$ cat config.mk
export PLATFORM = sky130hd
export DESIGN_NAME = score_display_scan
export DESIGN_NICKNAME = d
export VERILOG_FILES = /design/src/rtl/score_display_scan.sv
export SDC_FILE = /design/constraint.sdc
export NUM_CORES = 1
export LEC_CHECK = 0
export BUFFER_PORTS_ARGS = -buffer_cell sky130_fd_sc_hd__buf_2
export CAP_MARGIN = 15
export CORE_MARGIN = 2
export CORE_UTILIZATION = 25
export CTS_BUF_LIST = sky130_fd_sc_hd__clkbuf_16
export DETAILED_ROUTE_END_ITERATION = 10
export PLACE_DENSITY_LB_ADDON = 0.08
export SYNTH_ARGS = -nofsm -noshare
export SYNTH_HDL_FRONTEND = slang
export SYNTH_SLANG_ARGS = --single-unit
$ cat constraint.sdc
create_clock -name clk -period 4.6 [get_ports clk]
set_input_delay 0.69 -clock clk [delete_from_list [all_inputs] [get_ports clk]]
set_output_delay 0.69 -clock clk [all_outputs]
set_load 0.02 [all_outputs]
$ cat src/rtl/score_display_scan.sv
// rtl/score_display_scan.sv - binary score to multiplexed seven-segment display with best-score tracking
// Sequential double-dabble converter, prescaled digit scanner, blanking and overflow dashes.
module score_display_scan #(
  parameter int SCORE_W    = 10,
  parameter int DIGITS     = 4,
  parameter int SCAN_DIV   = 17,
  parameter int BLANK_LZ   = 1,
  parameter int ACTIVE_LOW = 1
) (
  input  logic               clk,
  input  logic               rst,
  input  logic [SCORE_W-1:0] i_score,
  input  logic               i_show_best,
  output logic [7:0]         o_segment,
  output logic [DIGITS-1:0]  o_segment_an,
  output logic               o_busy,
  output logic [SCORE_W-1:0] o_best
);

  localparam int BCD_W = 4 * (DIGITS + 1);
  localparam int DSP_W = 4 * DIGITS;
  localparam int CNT_W = $clog2(SCORE_W + 1);
  localparam int IDX_W = (DIGITS > 1) ? $clog2(DIGITS) : 1;

  typedef enum logic [1:0] {S_IDLE, S_SHIFT, S_COMMIT} state_t;

  state_t             state, state_d;
  logic [SCORE_W-1:0] shadow, latched, work;
  logic [BCD_W-1:0]   acc, acc_adj;
  logic               acc_ovf;
  logic [CNT_W-1:0]   bit_cnt;

  logic [DSP_W-1:0]   cur_bcd, best_bcd, cur_bcd_d, best_bcd_d;
  logic               cur_ovf, best_ovf, cur_ovf_d, best_ovf_d;
  logic [SCORE_W-1:0] best_d;

  logic [SCAN_DIV-1:0] prescale;
  logic [IDX_W-1:0]    digit_idx;

  logic [DSP_W-1:0]    sel_bcd;
  logic                sel_ovf;
  logic [3:0]          nib;
  logic                upper_zero;
  logic [7:0]          pat;
  logic [DIGITS-1:0]   an_hot;

  always_ff @(posedge clk or posedge rst) begin
    if (rst) state <= S_IDLE;
    else     state <= state_d;
  end

  always_comb begin
    state_d = state;
    case (state)
      S_IDLE:   if (i_score != shadow) state_d = S_SHIFT;
      S_SHIFT:  if (bit_cnt == CNT_W'(SCORE_W - 1)) state_d = S_COMMIT;
      S_COMMIT: state_d = S_IDLE;
      default:  state_d = S_IDLE;
    endcase
  end

  always_comb begin
    acc_adj = acc;
    for (int n = 0; n < DIGITS + 1; n++) begin
      if (acc[4*n +: 4] >= 4'd5) acc_adj[4*n +: 4] = acc[4*n +: 4] + 4'd3;
    end
  end

  // Commit results are computed here so the display picks them up on the same edge they are stored.
  always_comb begin
    cur_bcd_d  = cur_bcd;
    cur_ovf_d  = cur_ovf;
    best_d     = o_best;
    best_bcd_d = best_bcd;
    best_ovf_d = best_ovf;
    if (state == S_COMMIT) begin
      cur_bcd_d = acc[DSP_W-1:0];
      cur_ovf_d = acc_ovf | (acc[BCD_W-1 -: 4] != 4'd0);
      if (latched > o_best) begin
        best_d     = latched;
        best_bcd_d = cur_bcd_d;
        best_ovf_d = cur_ovf_d;
      end
    end
  end

  always_ff @(posedge clk or posedge rst) begin
    if (rst) begin
      shadow   <= '0;
      latched  <= '0;
      work     <= '0;
      acc      <= '0;
      acc_ovf  <= 1'b0;
      bit_cnt  <= '0;
      o_busy   <= 1'b0;
      cur_bcd  <= '0;
      cur_ovf  <= 1'b0;
      best_bcd <= '0;
      best_ovf <= 1'b0;
      o_best   <= '0;
    end else begin
      cur_bcd  <= cur_bcd_d;
      cur_ovf  <= cur_ovf_d;
      best_bcd <= best_bcd_d;
      best_ovf <= best_ovf_d;
      o_best   <= best_d;
      case (state)
        S_IDLE: begin
          if (i_score != shadow) begin
            latched <= i_score;
            work    <= i_score;
            acc     <= '0;
            acc_ovf <= 1'b0;
            bit_cnt <= '0;
            o_busy  <= 1'b1;
          end
        end
        S_SHIFT: begin
          // Any bit pushed out of the top nibble is also overflow.
          acc     <= {acc_adj[BCD_W-2:0], work[SCORE_W-1]};
          acc_ovf <= acc_ovf | acc_adj[BCD_W-1];
          work    <= work << 1;
          bit_cnt <= bit_cnt + CNT_W'(1);
        end
        S_COMMIT: begin
          shadow <= latched;
          o_busy <= 1'b0;
        end
        default: ;
      endcase
    end
  end

  always_ff @(posedge clk or posedge rst) begin
    if (rst) begin
      prescale  <= '0;
      digit_idx <= '0;
    end else begin
      prescale <= prescale + SCAN_DIV'(1);
      if (&prescale) begin
        if (digit_idx == IDX_W'(DIGITS - 1)) digit_idx <= '0;
        else                                 digit_idx <= digit_idx + IDX_W'(1);
      end
    end
  end

  always_comb begin
    sel_bcd    = i_show_best ? best_bcd_d : cur_bcd_d;
    sel_ovf    = i_show_best ? best_ovf_d : cur_ovf_d;
    nib        = sel_bcd[{digit_idx, 2'b00} +: 4];
    upper_zero = 1'b1;
    for (int j = 0; j < DIGITS; j++) begin
      if (j >= int'(digit_idx) && sel_bcd[4*j +: 4] != 4'd0) upper_zero = 1'b0;
    end
    pat = 8'h00;
    if (sel_ovf) begin
      pat = 8'h40;
    end else if (BLANK_LZ != 0 && digit_idx != '0 && upper_zero) begin
      pat = 8'h00;
    end else begin
      case (nib)
        4'd0: pat = 8'h3F;
        4'd1: pat = 8'h06;
        4'd2: pat = 8'h5B;
        4'd3: pat = 8'h4F;
        4'd4: pat = 8'h66;
        4'd5: pat = 8'h6D;
        4'd6: pat = 8'h7D;
        4'd7: pat = 8'h07;
        4'd8: pat = 8'h7F;
        4'd9: pat = 8'h6F;
        default: pat = 8'h40;
      endcase
    end
    an_hot = DIGITS'(1) << digit_idx;
  end

  always_ff @(posedge clk or posedge rst) begin
    if (rst) begin
      o_segment    <= (ACTIVE_LOW != 0) ? 8'hFF : 8'h00;
      o_segment_an <= (ACTIVE_LOW != 0) ? '1 : '0;
    end else begin
      o_segment    <= (ACTIVE_LOW != 0) ? ~pat : pat;
      o_segment_an <= (ACTIVE_LOW != 0) ? ~an_hot : an_hot;
    end
  end

endmodule

* Word-level counts from Yosys, hierarchy flattened *
Memory sizes are Yosys's and may differ from the RTL's.
Index checks and enable logic that the tools add are counted.

cells by class
  $lt $le $gt $ge = 9
  add/sub/neg operators = 8
  reductions and logical operators = 19
  bitwise operators = 4
  shifts and indexed selects = 2
  equal/unequal tests = 7
  muxes and demuxes = 33

operators with widths
  cell                                                               count
  two-way mux 16 bit                                                 4
  case mux 20 bit (2 select lines)                                   1
  two-way mux 4 bit                                                  6
  adder 4 x 2 -> 4 bit, second input constant                        5
  greater-or-equal comparator 4 x 3 -> 1 bit, second input constant  5
  two-way mux 20 bit                                                 1
  case mux 10 bit (2 select lines)                                   1
  nonzero test 4 bit                                                 5
  adder 17 x 1 -> 17 bit, second input constant                      1
  AND reduction 17 bit                                               1
  two-way mux 8 bit                                                  2
  indexed part select 16 x 5 -> 4 bit                                1
  > comparator 10 bit                                                1
  two-way mux 1 bit                                                  10
  two-way mux 10 bit                                                 1
  inequality test 10 bit                                             1
  AND reduction 2 bit                                                5
  inverter 8 bit                                                     1
  case mux 4 bit (2 select lines)                                    1
  two-way mux 2 bit                                                  3
  nonzero test 2 bit                                                 3
  adder 4 x 1 -> 4 bit, second input constant                        1
  == test 2 bit, second input constant                               2
  == test 4 bit, second input constant                               1
  12 further kinds                                                   19

word-level totals
  memories kept = 1
  flip-flop bits (word level) = 133
  input port bits = 13
  bits in read-only memories = 112
  output and inout bits = 23

memory list
  memory           depth  width  rd ports  clocked after memory_dff  wr ports  RTL line  source
  (no name shown)  16     7      1         0                         0         161       case (nib)

* Depth between registers and ports, before layout *
  depth in word-level cells = 14
  mapped depth = 14
  mapped depth without buffers = 13

* Least setup slack after synthesis *
No wires, ideal clock.

  path type = reg-to-reg
  start point = reg o_best[5]
  end point = reg o_segment[3]
  buffers on the path = 1
  clock period less this slack = 3608 ps
  required time = 4507 ps
  setup slack = 992 ps
  library setup time = 93 ps
  data arrival time = 3516 ps
  stages on the path, launching flop included = 15
  cells stage by stage = dfrtp_1 -> inv_1 -> ha_1 -> a21oi_1 -> o21ai_1 -> a2111oi_4 -> nor2_2 -> buf_6 -> mux2i_1 -> mux2_2 -> mux4_2 -> ha_1 -> inv_1 -> nor4_1 -> o31ai_1

between the ends
  cells in the longest elaborated chain, start to end = 14
  elaborated cells between the ends (all ways) = 24

RTL lines
  what                                                               RTL line  source
  start, declared                                                    17        output logic [SCORE_W-1:0] o_best
  start signal, assigned                                             106       o_best <= best_d;
  > comparator 10 bit *                                              79        if (latched > o_best) begin
  branches (longest 11 deep; another with memory read (16 x 7 bit))  --
  two-way mux 8 bit *                                                156       if (sel_ovf) begin
  inverter 8 bit *                                                   183       o_segment <= (ACTIVE_LOW != 0) ? ~pat : pat;
  end signal, assigned                                               180       o_segment <= (ACTIVE_LOW != 0) ? 8'hFF : 8'h00;
  end signal, assigned                                               183
  end, declared                                                      14        output logic [7:0] o_segment,

Mark *: on every way between the ends.
A chain may end at the register's enable or synchronous reset.

* Worst setup path after layout *
  start point = reg latched[8]
  end point = reg o_segment[3]

between the ends
  cells in the longest elaborated chain, start to end = 14
  elaborated cells between the ends (all ways) = 24

RTL lines
  what                                                               RTL line  source
  start, declared                                                    28        logic [SCORE_W-1:0] shadow, latched, work;
  start signal, assigned                                             110       latched <= i_score;
  > comparator 10 bit *                                              79
  branches (longest 11 deep; another with memory read (16 x 7 bit))  --
  two-way mux 8 bit *                                                156
  inverter 8 bit *                                                   183

Marks and branches as above.

==> flow_summary.toml <==
[worst_hold_path]
hold_path_end = "prescale[0]"
whs_path_depth = 1
worstHoldStart = "prescale[0]"
hp-class = "register to register"

[logic_synthesis]
synthTopCellsByArea = "dfrtp_1 44%, nand2_1 6.4%, ha_1 6.4%"
ys_ff_latch = 132
synthCells = 690
synth_top_area_share_pct = 44.0
synth-async-reset-ratio_pct = 100
yosys_warnings = 0
synth.distinct_cells = 79
synth_edf_count = 0
syn_avg_cell_area_sq_um = 9.97
ys_seq_area_share_pct = 48.2
syn-num-nets = 738
netlist_area_sq_mm = 0.00688
yosysTopAreaCell = "dfrtp_1"
synth_flop_cell = "dfrtp_1"

[global_route]
grtUsageTotal_pct = 13.8
antenna_found_initial = 0
grt_max_degree = 108
grt_pass1_wl_mm = 30.5
grt.overflow.total = 0
grt_pass1_vias = 5301

[placement]
dp_hpwl_mm = 13.0
finalWeightedCongestion = 0.796
io_buffers = 34
place_ws_ns = 0.964

[sta]
hold_viol = 0
slew_violations = 0
maxSlewHeadroom_pct = 31.2
layout_setup_ws_ns = 0.884
layout_min_cycle_time_ns = 3.72
finalCritPeriodShare_pct = 80.8
setup_viol = 0
worstMarginPinSlew_ns = 1.03
max_freq_mhz = 269
tns_ns = 0
rsz0062_at_grt = "no"
skew_ns = 0.0128

[setup_path]
cp.required_ns = 4.93
critPathMaxStageDelay_ns = 0.84
cp_slowest_cell = "o311ai_2"
start_kind = "register"
critPathArrivalTime_ns = 4.05
r2r_start = "latched[8]"
cp_max_fo = 11
rrSetupSlack_ns = 0.88
cp_common_cell = "ha_1"
reg2reg_depth = 10
timing.rr.end = "o_segment[3]"
worstSetupEndpointType = "register"
cp_top_family = "compound AO/OA/AOI/OAI gates"
worstPathCellList = "ha_1 > nand4_1 > o311ai_2 > o32a_1 > o21ai_0 > mux4_2 > ha_1 > inv_1 > nor4_1 > o31ai_1"
critical_path_class = "register to register"
worst-path-buf-inv = 1
crit_cells = 10

[floorplanning]
rows = 60
die_h_um = 170
fp.dieW_um = 170
design.portCount = 36
start_util_pct = 25.5
dieArea_sq_mm = 0.0289
design.core.area_sq_mm = 0.0270

[power_and_ir_drop]
p_clk_share_pct = 25.1
power_frac_seq_pct = 36.3
p_int_mw = 3.22
p_sw_mw = 2.24
power_density_mw_per_mm2 = 680
irDropWorstVdd_mv = 0.262
switching_share_pct = 41.0
p_leak_nw = 3.52
p_comb_share_pct = 38.6

[route]
drt_iter0_markers = 360
drc = 0
ant_nets = 0
drt_wl_total_mm = 18.7
firstDrtPassIters = 7
wl_per_cell_um = 17.3
via_per_inst = 4.73
via_count = 5096

[outcome]
status = "finished, final reports clean"

[final_layout]
n_fill_cell = 2800
final_cell_mix = "121 x dfrtp_1, 117 x nand2_1, 48 x o21ai_0"
area_growth_pct = 16.7
layout_commonest_cell = "dfrtp_1"
nets = 771
num_antenna_cells = 0
drive_above_1_share_pct = 18.2

[clock_tree]
hold_buffers = 0
clockBufferDepth = 2
postCtsSetupBuffers = 0
clk_pin_slew_worst_paths_ns = 0.06
cts_root_buf = "clkbuf_16"
cts_inserted_buffers = 17
cts_tree = "yes"
cts_sinks = 132
cts_resized = 0
clock_latency_ns = 0.43
htree_num_levels = 4

[run]
drv_cap = 0
[metal layers]
metal	global-route usage [%]	wire length, um	vias up
met3	2.70	532	19
met1	19.8	9650	2525
met2	21.1	8260	67
met5	0	0	-
met4	4.12	238	0
li1	-	-	2485
[stage by stage]
| stage | total power, mW | hold WS [ns] | cells | util, % | instance area, sq um |
|---|---|---|---|---|---|
| floorplan | 3.48 | 0.423 | 690 | - | 6880 |
| global placement | 4.11 | 0.442 | 1045 | 27.6 | 7440 |
| detailed placement | 4.13 | 0.452 | 1045 | 27.6 | 7440 |
| CTS | 5.53 | 0.462 | 1077 | 29.8 | 8020 |
| global route | 5.90 | 0.485 | 1077 | 29.8 | 8020 |
| finish | 5.46 | 0.460 | 1077 | 29.8 | 8020 |
[cells in the mapped netlist (3+ instances only)]
cell      count
dfrtp_1     121
nand2_1     117
o21ai_0      48
inv_1        42
ha_1         35
nor2_1       35
a21oi_1      28
xnor2_1      25
clkbuf_1     24
nand3_1      23
mux2_2       20
o31ai_1      12
dfstp_2      11
nand2b_1     10
a22oi_1       7
nand4_1       7
a211oi_1      6
mux2i_1       6
nor3_1        6
xor2_1        6
a32o_1        5
o22ai_1       5
a21o_1        4
or3_1         4
and2_1        3
buf_2         3
nor2b_1       3
nor3b_1       3
nor4_1        3
nor4b_1       3
o21ai_1       3
o21ba_2       3
o221ai_1      3
o32a_1        3
[registers in the layout, summed over array words and instances, names as in the netlist, 2 cells and up]
register      flops
acc              20
prescale         17
best_bcd         16
cur_bcd          16
latched          10
o_best           10
shadow           10
work             10
o_segment         7
bit_cnt           4
o_segment_an      4
digit_idx         2
state             2
[logic make-up after synthesis]
kind of cell / after synthesis / synth area share, %
simple gates: 229 / 15.5
compound gates: 157 / 16.7
flops: 132 / 48.2
buf+inv: 77 / 4.58
fa+ha+maj: 35 / 6.37
xor+xnor: 31 / 3.95
mux: 28 / 4.64
other cells: 1 / 0.0545
[worst max-delay path by stage]
stage,start,endpoint,slack (ns)
2_1_floorplan,rst,acc[0],0.40
5_1_grt,latched[8],o_segment[5],0.65
3_5_place_dp,latched[8],o_segment[3],0.96
3_3_place_gp,latched[9],o_segment[3],1.01
4_1_cts,latched[8],o_segment[3],0.94
6_report,latched[8],o_segment[3],0.88
[power groups by stage]
stage	sequential, mW	combinational [mW]	clock (mW)
after floorplan	1.92	1.56	0
final	1.98	2.11	1.37
after global routing	2.05	2.39	1.46
after detailed placement	2.00	2.13	0
after global placement	2.00	2.11	0
after CTS	1.99	2.14	1.40
[final cells by class]
cell class                      count  area (sq um)  area share (%)
Clock inverter                     15           158            1.96
Clock buffer                       17           425            5.30
Tap cell                          341           427            5.32
Inverter                           44           170            2.12
Sequential cell                   132          3320            41.3
Multi-Input combinational cell    481          3260            40.6
Timing Repair Buffer               47           268            3.34
[worst reg2reg max path: stages, from the launching register on]
cell      delay, ns
dfrtp_1        0.42
ha_1           0.33
nand4_1        0.23
o311ai_2       0.84
o32a_1         0.31
o21ai_0        0.15
mux4_2         0.54
ha_1           0.31
inv_1          0.06
nor4_1         0.31
o31ai_1        0.12
No activity file was read; power rests on OpenSTA's default activity.
